$ cat src/rtl/uart_rx_fifo_pkg.sv
// uart_rx_fifo_pkg
// Purpose: shared register-map offsets, STATUS/CTRL bit positions and a
//          small helper for the threshold interrupt condition.
// Ports:   none (package).
package uart_rx_fifo_pkg;

  // Register offsets relative to FIFO_ADDRESS.
  localparam logic [1:0] DATA_OFS   = 2'd0;
  localparam logic [1:0] STATUS_OFS = 2'd1;  // reads STATUS, writes CTRL
  localparam logic [1:0] COUNT_OFS  = 2'd2;
  localparam logic [1:0] THRESH_OFS = 2'd3;

  // STATUS bit indices.
  localparam int ST_EMPTY = 0;
  localparam int ST_FULL  = 1;
  localparam int ST_OVF   = 2;
  localparam int ST_IRQ   = 3;

  // CTRL bit indices.
  localparam int CTRL_FLUSH   = 0;
  localparam int CTRL_CLR_OVF = 2;

  // A zero threshold disables the interrupt condition. Thresholds above
  // DEPTH are unreachable, so the condition simply never holds.
  function automatic logic f_irq_pending(input logic [7:0] count,
                                         input logic [7:0] thresh);
    return (thresh != 8'd0) && (count >= thresh);
  endfunction

endpackage

$ cat src/rtl/uart_rx_fifo_if.sv
// uart_rx_fifo_if
// Purpose: 8-bit peripheral I/O bus shared by the memory-mapped blocks.
// Signals: din (write data), address, w_en (write strobe), r_en (read
//          strobe), dout (registered read data from the peripheral).
// Modports: master (CPU side), slave (peripheral side).
interface uart_rx_fifo_if;
  logic [7:0] din;
  logic [7:0] address;
  logic       w_en;
  logic       r_en;
  logic [7:0] dout;

  modport master (output din, output address, output w_en, output r_en,
                  input dout);
  modport slave  (input din, input address, input w_en, input r_en,
                  output dout);
endinterface

$ cat src/rtl/uart_rx_fifo_byte_fifo.sv
// uart_rx_fifo_byte_fifo
// Purpose: circular byte buffer with head/tail pointers and an occupancy
//          count. Flush has priority over push and pop; a pop frees a slot
//          so a push while full is accepted in the same cycle.
// Ports:   clk, rst (sync, active-high), i_push, i_wr_data, i_pop, i_flush,
//          o_rd_data (head byte, combinational), o_full, o_empty, o_count.
module uart_rx_fifo_byte_fifo
  #(parameter int DEPTH = 16)
  (
  input  logic                       clk,
  input  logic                       rst,
  input  logic                       i_push,
  input  logic [7:0]                 i_wr_data,
  input  logic                       i_pop,
  input  logic                       i_flush,
  output logic [7:0]                 o_rd_data,
  output logic                       o_full,
  output logic                       o_empty,
  output logic [$clog2(DEPTH):0]     o_count
  );

  localparam int PW = $clog2(DEPTH);
  localparam int CW = PW + 1;

  logic [7:0]    r_mem [DEPTH];
  logic [PW-1:0] r_head;
  logic [PW-1:0] r_tail;
  logic [CW-1:0] r_count;
  logic          w_do_pop;
  logic          w_do_push;

  assign o_full    = (r_count == CW'(DEPTH));
  assign o_empty   = (r_count == {CW{1'b0}});
  assign o_count   = r_count;
  assign o_rd_data = r_mem[r_head];

  assign w_do_pop  = i_pop && !o_empty && !i_flush;
  assign w_do_push = i_push && (!o_full || w_do_pop) && !i_flush;

  // Storage write; contents need no reset because count gates every read.
  always_ff @(posedge clk) begin
    if (w_do_push) begin
      r_mem[r_tail] <= i_wr_data;
    end
  end

  // Pointer and occupancy update; pointers wrap naturally at DEPTH.
  always_ff @(posedge clk) begin
    if (rst || i_flush) begin
      r_head  <= {PW{1'b0}};
      r_tail  <= {PW{1'b0}};
      r_count <= {CW{1'b0}};
    end else begin
      if (w_do_push) r_tail <= r_tail + {{(PW-1){1'b0}}, 1'b1};
      if (w_do_pop)  r_head <= r_head + {{(PW-1){1'b0}}, 1'b1};
      case ({w_do_push, w_do_pop})
        2'b10:   r_count <= r_count + {{(CW-1){1'b0}}, 1'b1};
        2'b01:   r_count <= r_count - {{(CW-1){1'b0}}, 1'b1};
        default: r_count <= r_count;
      endcase
    end
  end

endmodule

$ cat src/rtl/uart_rx_fifo.sv
// uart_rx_fifo
// Purpose: receive-side byte FIFO behind the UART receiver with a 4-register
//          window on the I/O bus: +0 DATA (R, pops), +1 STATUS (R) / CTRL (W),
//          +2 COUNT (R), +3 THRESH (R/W).
// Ports:   clk, rst (sync, active-high), rx_byte/rx_valid (receiver strobe),
//          bus (uart_rx_fifo_if.slave, registered dout), irq (level
//          interrupt, present only when UART_FIFO_IRQ_EN is defined).
// Config:  `define UART_FIFO_IRQ_EN to add the registered irq output;
//          otherwise software polls STATUS bit3.
module uart_rx_fifo
  import uart_rx_fifo_pkg::*;
  #(parameter logic [7:0] FIFO_ADDRESS = 8'h04,
    parameter int         DEPTH        = 16)
  (
  input  logic            clk,
  input  logic            rst,
  input  logic [7:0]      rx_byte,
  input  logic            rx_valid,
  uart_rx_fifo_if.slave   bus
`ifdef UART_FIFO_IRQ_EN
  ,
  output logic            irq
`endif
  );

  localparam int CW = $clog2(DEPTH) + 1;

  logic [7:0]    w_ofs;
  logic          w_hit;
  logic          w_pop_req;
  logic          w_flush;
  logic          w_clr_ovf;
  logic          w_thresh_wr;
  logic          w_ovf_set;
  logic          w_irq_pending;
  logic [7:0]    w_rd_mux;
  logic [7:0]    w_fifo_rd;
  logic          w_full;
  logic          w_empty;
  logic [CW-1:0] w_count;
  logic [7:0]    w_count8;
  logic [7:0]    r_dout;
  logic [7:0]    r_thresh;
  logic          r_ovf;

  // Offset arithmetic allows an unaligned base address.
  assign w_ofs    = bus.address - FIFO_ADDRESS;
  assign w_hit    = (w_ofs < 8'd4);
  assign w_count8 = 8'(w_count);

  assign w_irq_pending = f_irq_pending(w_count8, r_thresh);

  // Bus decode for reads, CTRL actions and THRESH writes.
  always_comb begin
    w_pop_req   = 1'b0;
    w_flush     = 1'b0;
    w_clr_ovf   = 1'b0;
    w_thresh_wr = 1'b0;
    w_rd_mux    = 8'd0;
    if (w_hit && bus.r_en) begin
      case (w_ofs[1:0])
        DATA_OFS: begin
          w_pop_req = 1'b1;
          w_rd_mux  = w_empty ? 8'd0 : w_fifo_rd;
        end
        STATUS_OFS: begin
          w_rd_mux[ST_EMPTY] = w_empty;
          w_rd_mux[ST_FULL]  = w_full;
          w_rd_mux[ST_OVF]   = r_ovf;
          w_rd_mux[ST_IRQ]   = w_irq_pending;
        end
        COUNT_OFS:  w_rd_mux = w_count8;
        THRESH_OFS: w_rd_mux = r_thresh;
        default:    w_rd_mux = 8'd0;
      endcase
    end else begin
      w_rd_mux = 8'd0;
    end
    if (w_hit && bus.w_en) begin
      case (w_ofs[1:0])
        STATUS_OFS: begin
          w_flush   = bus.din[CTRL_FLUSH];
          w_clr_ovf = bus.din[CTRL_CLR_OVF];
        end
        THRESH_OFS: w_thresh_wr = 1'b1;
        default:    w_thresh_wr = 1'b0;
      endcase
    end else begin
      w_thresh_wr = 1'b0;
    end
  end

  // A byte is lost only when full with no pop; a flush discards silently.
  assign w_ovf_set = rx_valid && w_full && !w_pop_req && !w_flush;

  uart_rx_fifo_byte_fifo #(.DEPTH(DEPTH)) u_fifo (
    .clk       (clk),
    .rst       (rst),
    .i_push    (rx_valid),
    .i_wr_data (rx_byte),
    .i_pop     (w_pop_req),
    .i_flush   (w_flush),
    .o_rd_data (w_fifo_rd),
    .o_full    (w_full),
    .o_empty   (w_empty),
    .o_count   (w_count)
  );

  // Registered read data, sticky overflow (set beats clear) and threshold.
  always_ff @(posedge clk) begin
    if (rst) begin
      r_dout   <= 8'd0;
      r_thresh <= 8'd0;
      r_ovf    <= 1'b0;
    end else begin
      r_dout <= w_rd_mux;
      if (w_thresh_wr) r_thresh <= bus.din;
      if (w_ovf_set) begin
        r_ovf <= 1'b1;
      end else if (w_clr_ovf) begin
        r_ovf <= 1'b0;
      end
    end
  end

  assign bus.dout = r_dout;

`ifdef UART_FIFO_IRQ_EN
  logic r_irq;

  // Interrupt follows the pending condition one cycle later.
  always_ff @(posedge clk) begin
    if (rst) begin
      r_irq <= 1'b0;
    end else begin
      r_irq <= w_irq_pending;
    end
  end

  assign irq = r_irq;
`endif

endmodule
$ cat src/flat_wrapper.sv
// flat-port wrapper written by rule: the top's interface ports become plain ports
module uart_rx_fifo_flat import uart_rx_fifo_pkg::*;
#(parameter logic [7:0] FIFO_ADDRESS = 8'h04,
    parameter int         DEPTH        = 16)
  (clk, rst, rx_byte, rx_valid, bus_din, bus_address, bus_w_en, bus_r_en, bus_dout);
  uart_rx_fifo_if bus_i ();
  input  logic clk;
  input  logic rst;
  input  logic [7:0] rx_byte;
  input  logic rx_valid;
  input wire logic [$bits(bus_i.din)-1:0] bus_din;
  input wire logic [$bits(bus_i.address)-1:0] bus_address;
  input wire logic [$bits(bus_i.w_en)-1:0] bus_w_en;
  input wire logic [$bits(bus_i.r_en)-1:0] bus_r_en;
  output wire logic [$bits(bus_i.dout)-1:0] bus_dout;
  assign bus_i.din = bus_din;
  assign bus_i.address = bus_address;
  assign bus_i.w_en = bus_w_en;
  assign bus_i.r_en = bus_r_en;
  assign bus_dout = bus_i.dout;
  uart_rx_fifo #(.FIFO_ADDRESS(FIFO_ADDRESS), .DEPTH(DEPTH)) u_core (.clk(clk), .rst(rst), .rx_byte(rx_byte), .rx_valid(rx_valid), .bus(bus_i));
endmodule
$ cat config.mk
export PLATFORM = sky130hd
export DESIGN_NAME = uart_rx_fifo_flat
export DESIGN_NICKNAME = d
export VERILOG_FILES = /design/src/rtl/uart_rx_fifo_pkg.sv /design/src/rtl/uart_rx_fifo_if.sv /design/src/rtl/uart_rx_fifo_byte_fifo.sv /design/src/rtl/uart_rx_fifo.sv /design/src/flat_wrapper.sv
export SDC_FILE = /design/constraint.sdc
export NUM_CORES = 1
export LEC_CHECK = 0
export CAP_MARGIN = 0
export CORE_AREA = 2 2 134 136
export CTS_BUF_LIST = sky130_fd_sc_hd__clkbuf_16
export CTS_CLUSTER_DIAMETER = 80
export DETAILED_ROUTE_END_ITERATION = 8
export DIE_AREA = 0 0 136 138
export DONT_BUFFER_PORTS = 1
export MAX_ROUTING_LAYER = met4
export PLACE_DENSITY = 0.56
export SYNTH_ARGS = -nofsm -noshare
export SYNTH_HDL_FRONTEND = slang
export SYNTH_SLANG_ARGS = --single-unit
$ cat constraint.sdc
create_clock -name clk -period 3.3 [get_ports clk]
set_clock_uncertainty 0.15 [all_clocks]
set_input_delay 0.165 -clock clk [delete_from_list [all_inputs] [get_ports clk]]
set_output_delay 0.165 -clock clk [all_outputs]
set_load 0.1 [all_outputs]
==> summary.json <==
{
  "worst_setup_path_start_kind": "flip-flop",
  "finalWorstPathRequiredPeriod_ns": 3.089,
  "setup_total_negative_slack_ns": 0,
  "clock_tree.root_cell": "clkbuf_16",
  "fp-row-count": 49,
  "drc_violation_count_after_routing": 0,
  "globalplace.congestion": 0.8177,
  "crit_top_cell": "ha_1",
  "ys_async_sr_fraction": 0,
  "num_antenna_cells": 0,
  "crit-reg2reg-launch": "u_core.u_fifo.o_count[0]",
  "cp_num_cells": 10,
  "grt_max_degree": 25,
  "fp.dieArea_mm2": 0.01877,
  "buffers_inserted_by_post_cts_timing_repair": 0,
  "clock_tree_from_tritoncts": "done",
  "arrival_ns": 3.25,
  "crit_type": "reg -> reg",
  "minimum_setup_slack_among_reg_to_reg_paths_ns": 0.21,
  "timing.critical_path.required_ns": 3.46,
  "final_worst_path_cycle_share": 0.9361,
  "num_vias": 3670,
  "critPathBufInv": 2,
  "multi_input_comb_area_mm2": 0.002170,
  "layout.filler_cells": 1534,
  "die_h_um": 138,
  "postRouteWirelength_um": 14360,
  "post_layout_nonfiller_instances": 695,
  "timing_worst_slew_pin_value_ns": 0.9749,
  "timing.rr.end": "u_core.u_fifo.o_count[4]",
  "core_region_area_mm2": 0.01753,
  "cpPeakStageDelay_ns": 0.39,
  "synth_enable_flop_cells": 128,
  "syn2layout_area_growth_pct": 15.80,
  "yosys_warnings": 0,
  "firstDrtPassIters": 4,
  "critical_path.startpoint": "u_core.u_fifo.o_count[0]",
  "drv.max_cap_violation_count": 0,
  "hp-class": "in -> reg",
  "cts.sinks": 162,
  "part_of_the_power_in_combinational_logic": 0.039,
  "clk_pin_slew_worst_paths_ns": 0.06,
  "numCtsBuffers": 17,
  "post_drt_wl_per_cell_um": 20.67,
  "deepest_level_of_the_cts_h_tree": 4,
  "rsz0062_at_grt": "false",
  "initial_antenna_violation_count": 0,
  "ys_seq_elements": 162,
  "run_status": "finished clean",
  "switchingPower_uw": 899.9,
  "leakage_uw": 0.002683,
  "switching_share": 0.2055,
  "yosysSeqAreaShare": 0.6597,
  "grt_remaining_overflow": 0,
  "setup_viol_count_final": 0,
  "cts_max_path_buffers": 2,
  "seq_power_share": 0.512,
  "fmax_mhz": 323.7,
  "grt_first_pass_wirelength_um": 22050,
  "hpwl_um": 9234,
  "synth.distinct_cells": 51,
  "critPathSlowestCell": "nor4_4",
  "initial_core_util": 0.3911,
  "cp_cell_sequence": "nor4_4, and2b_2, nand2b_2, inv_1, ha_1, buf_4, ha_1, a21o_1, a221o_1, mux2_2",
  "critPathMaxFanout": 7,
  "internal_power_uw": 3478,
  "rr_worst_depth": 10,
  "synth_area_mm2": 0.006858,
  "clock_network_power_share": 0.450,
  "slew_violations": 0,
  "drive_gt1_frac": 0.1567,
  "numPortBuffers": 0,
  "sequential_cell_area_mm2": 0.004526,
  "post_placement_cell_count": 639,
  "detailedRoute.firstIterationViolations": 288,
  "layout.cells.most_common": "edfxtp_1",
  "layout.nets": 496,
  "worstSkewPairLatency_ns": 0.42,
  "die_w_um": 136,
  "syn_area_per_cell_um2": 16.37,
  "slew_headroom": 0.3492,
  "ir_worst_vdd_mv": 0.4503,
  "setup.worst_path.end": "u_core.u_fifo.o_count[4]",
  "drt.antenna.violating_nets": 0,
  "track_usage": 0.1677,
  "final_hold_viol_count": 0,
  "grt_pass1_vias": 3804,
  "synth_net_count": 462,
  "cp-end-kind": "flip-flop",
  "commonest_cells_after_routing_fill_and_taps_aside": "128 x edfxtp_1, 33 x dfxtp_1, 32 x nor2_1",
  "timing.critical_path.max_delay_family": "simple AND/OR/NAND/NOR gates",
  "ys_dominant_reg_cell": "edfxtp_1",
  "syn_inst": 419,
  "via_per_inst": 5.281,
  "num_io_pins": 37,
  "power_density_over_cell_area_mw_per_mm2": 551.3
}
## stage by stage
step	utilization	hold slack, ns	power, uW	worst slack, ns	area, um^2
after floorplan	-	0.1139	2374	0.1861	6858
after global placement	0.4054	0.09085	2404	0.2507	7108
after detailed placement	0.4054	0.09213	2407	0.1802	7108
after CTS	0.4528	0.01069	4419	0.1618	7940
after global routing	0.4529	0.03045	4524	0.02523	7941
final	0.4529	0.03012	4378	0.2107	7941
## registers in the layout (all words and copies together) (netlist names), named ones only
name                   count
u_core.bus.dout            8
u_core.u_fifo.r_mem      128
u_core.u_fifo.o_count      5
u_core.r_thresh            8
u_core.u_fifo.r_tail       4
u_core.u_fifo.r_head       4
u_core.r_ovf               1
## final cells by class
type / count / area share
clock buffers: 17 / 0.05357
clock inverters: 15 / 0.02095
inverters: 12 / 0.005672
multi-input cells: 225 / 0.2732
flip-flops and latches: 162 / 0.5699
well taps: 229 / 0.03608
repair buffers: 35 / 0.04065
## tightest hold or removal path, stage by stage
cell and delay (ns):
and4_4 0.15, nand2b_2 0.13, o32ai_1 0.10
## power by group through the flow
stage / Sequential (uW) / Clock [uW] / Combinational, uW
2_1_floorplan: 2280 / 0 / 94.5
3_3_place_gp: 2280 / 0 / 122
3_5_place_dp: 2280 / 0 / 123
4_1_cts: 2240 / 2010 / 171
5_1_grt: 2240 / 2090 / 188
6_report: 2240 / 1970 / 169
## worst min path at each step
stage                    start                         to  slack (ns)  depth (start not counted)
floorplan           rx_byte[0]  u_core.u_fifo.r_mem[0][0]        0.11                          0
global placement           rst         u_core.r_thresh[3]        0.09                          1
detailed placement         rst         u_core.r_thresh[5]        0.09                          1
CTS                   bus_r_en         u_core.bus.dout[3]        0.01                          3
global route          bus_r_en         u_core.bus.dout[3]        0.03                          3
finish                bus_r_en         u_core.bus.dout[3]        0.03                          3
## routing by layer
metal	up-vias	track usage	wire length, um
met3	19	0.04657	788
met5	-	-	0
li1	1721	-	-
met1	1845	0.2088	6139
met4	0	0.06031	303
met2	85	0.2626	7133
## cell families after synthesis
group / Yosys count / synth area share
buf+inv: 32 / 0.02408
compound gates: 46 / 0.04561
fa+ha+maj: 14 / 0.02554
simple gates: 100 / 0.08283
flops: 162 / 0.6597
mux: 57 / 0.1520
xor+xnor: 8 / 0.01022
## synthesized netlist by cell type, types with 3 or more instances
cell,n,area [um^2]
o32ai_1,3,26.28
o21ai_0,10,50.05
nor2b_1,4,25.02
nand2_1,10,37.54
a32oi_1,5,43.79
mux2_2,9,101.4
and2_1,16,100.1
or3_1,3,18.77
nand4_1,3,18.77
nand3_1,9,45.04
mux4_1,16,420.4
mux4_2,16,360.4
edfxtp_1,128,3844
ha_1,14,175.2
nor3_1,4,20.02
xnor2_1,3,26.28
xor2_1,5,43.79
nor2_1,32,120.1
a21oi_1,11,55.05
clkbuf_1,4,15.01
buf_2,11,55.05
dfxtp_1,34,680.7
mux2i_1,16,160.2
a22oi_1,4,30.03
o211ai_1,4,30.03
inv_1,12,45.04
## repair_timing
action                                  CTS  global route
hold endpoints to repair                152             0
hold buffers                             24             0
resized for setup                         0             1
endpoints found under the setup margin    0             1
Note: power is estimated with default switching activity, not from simulation.
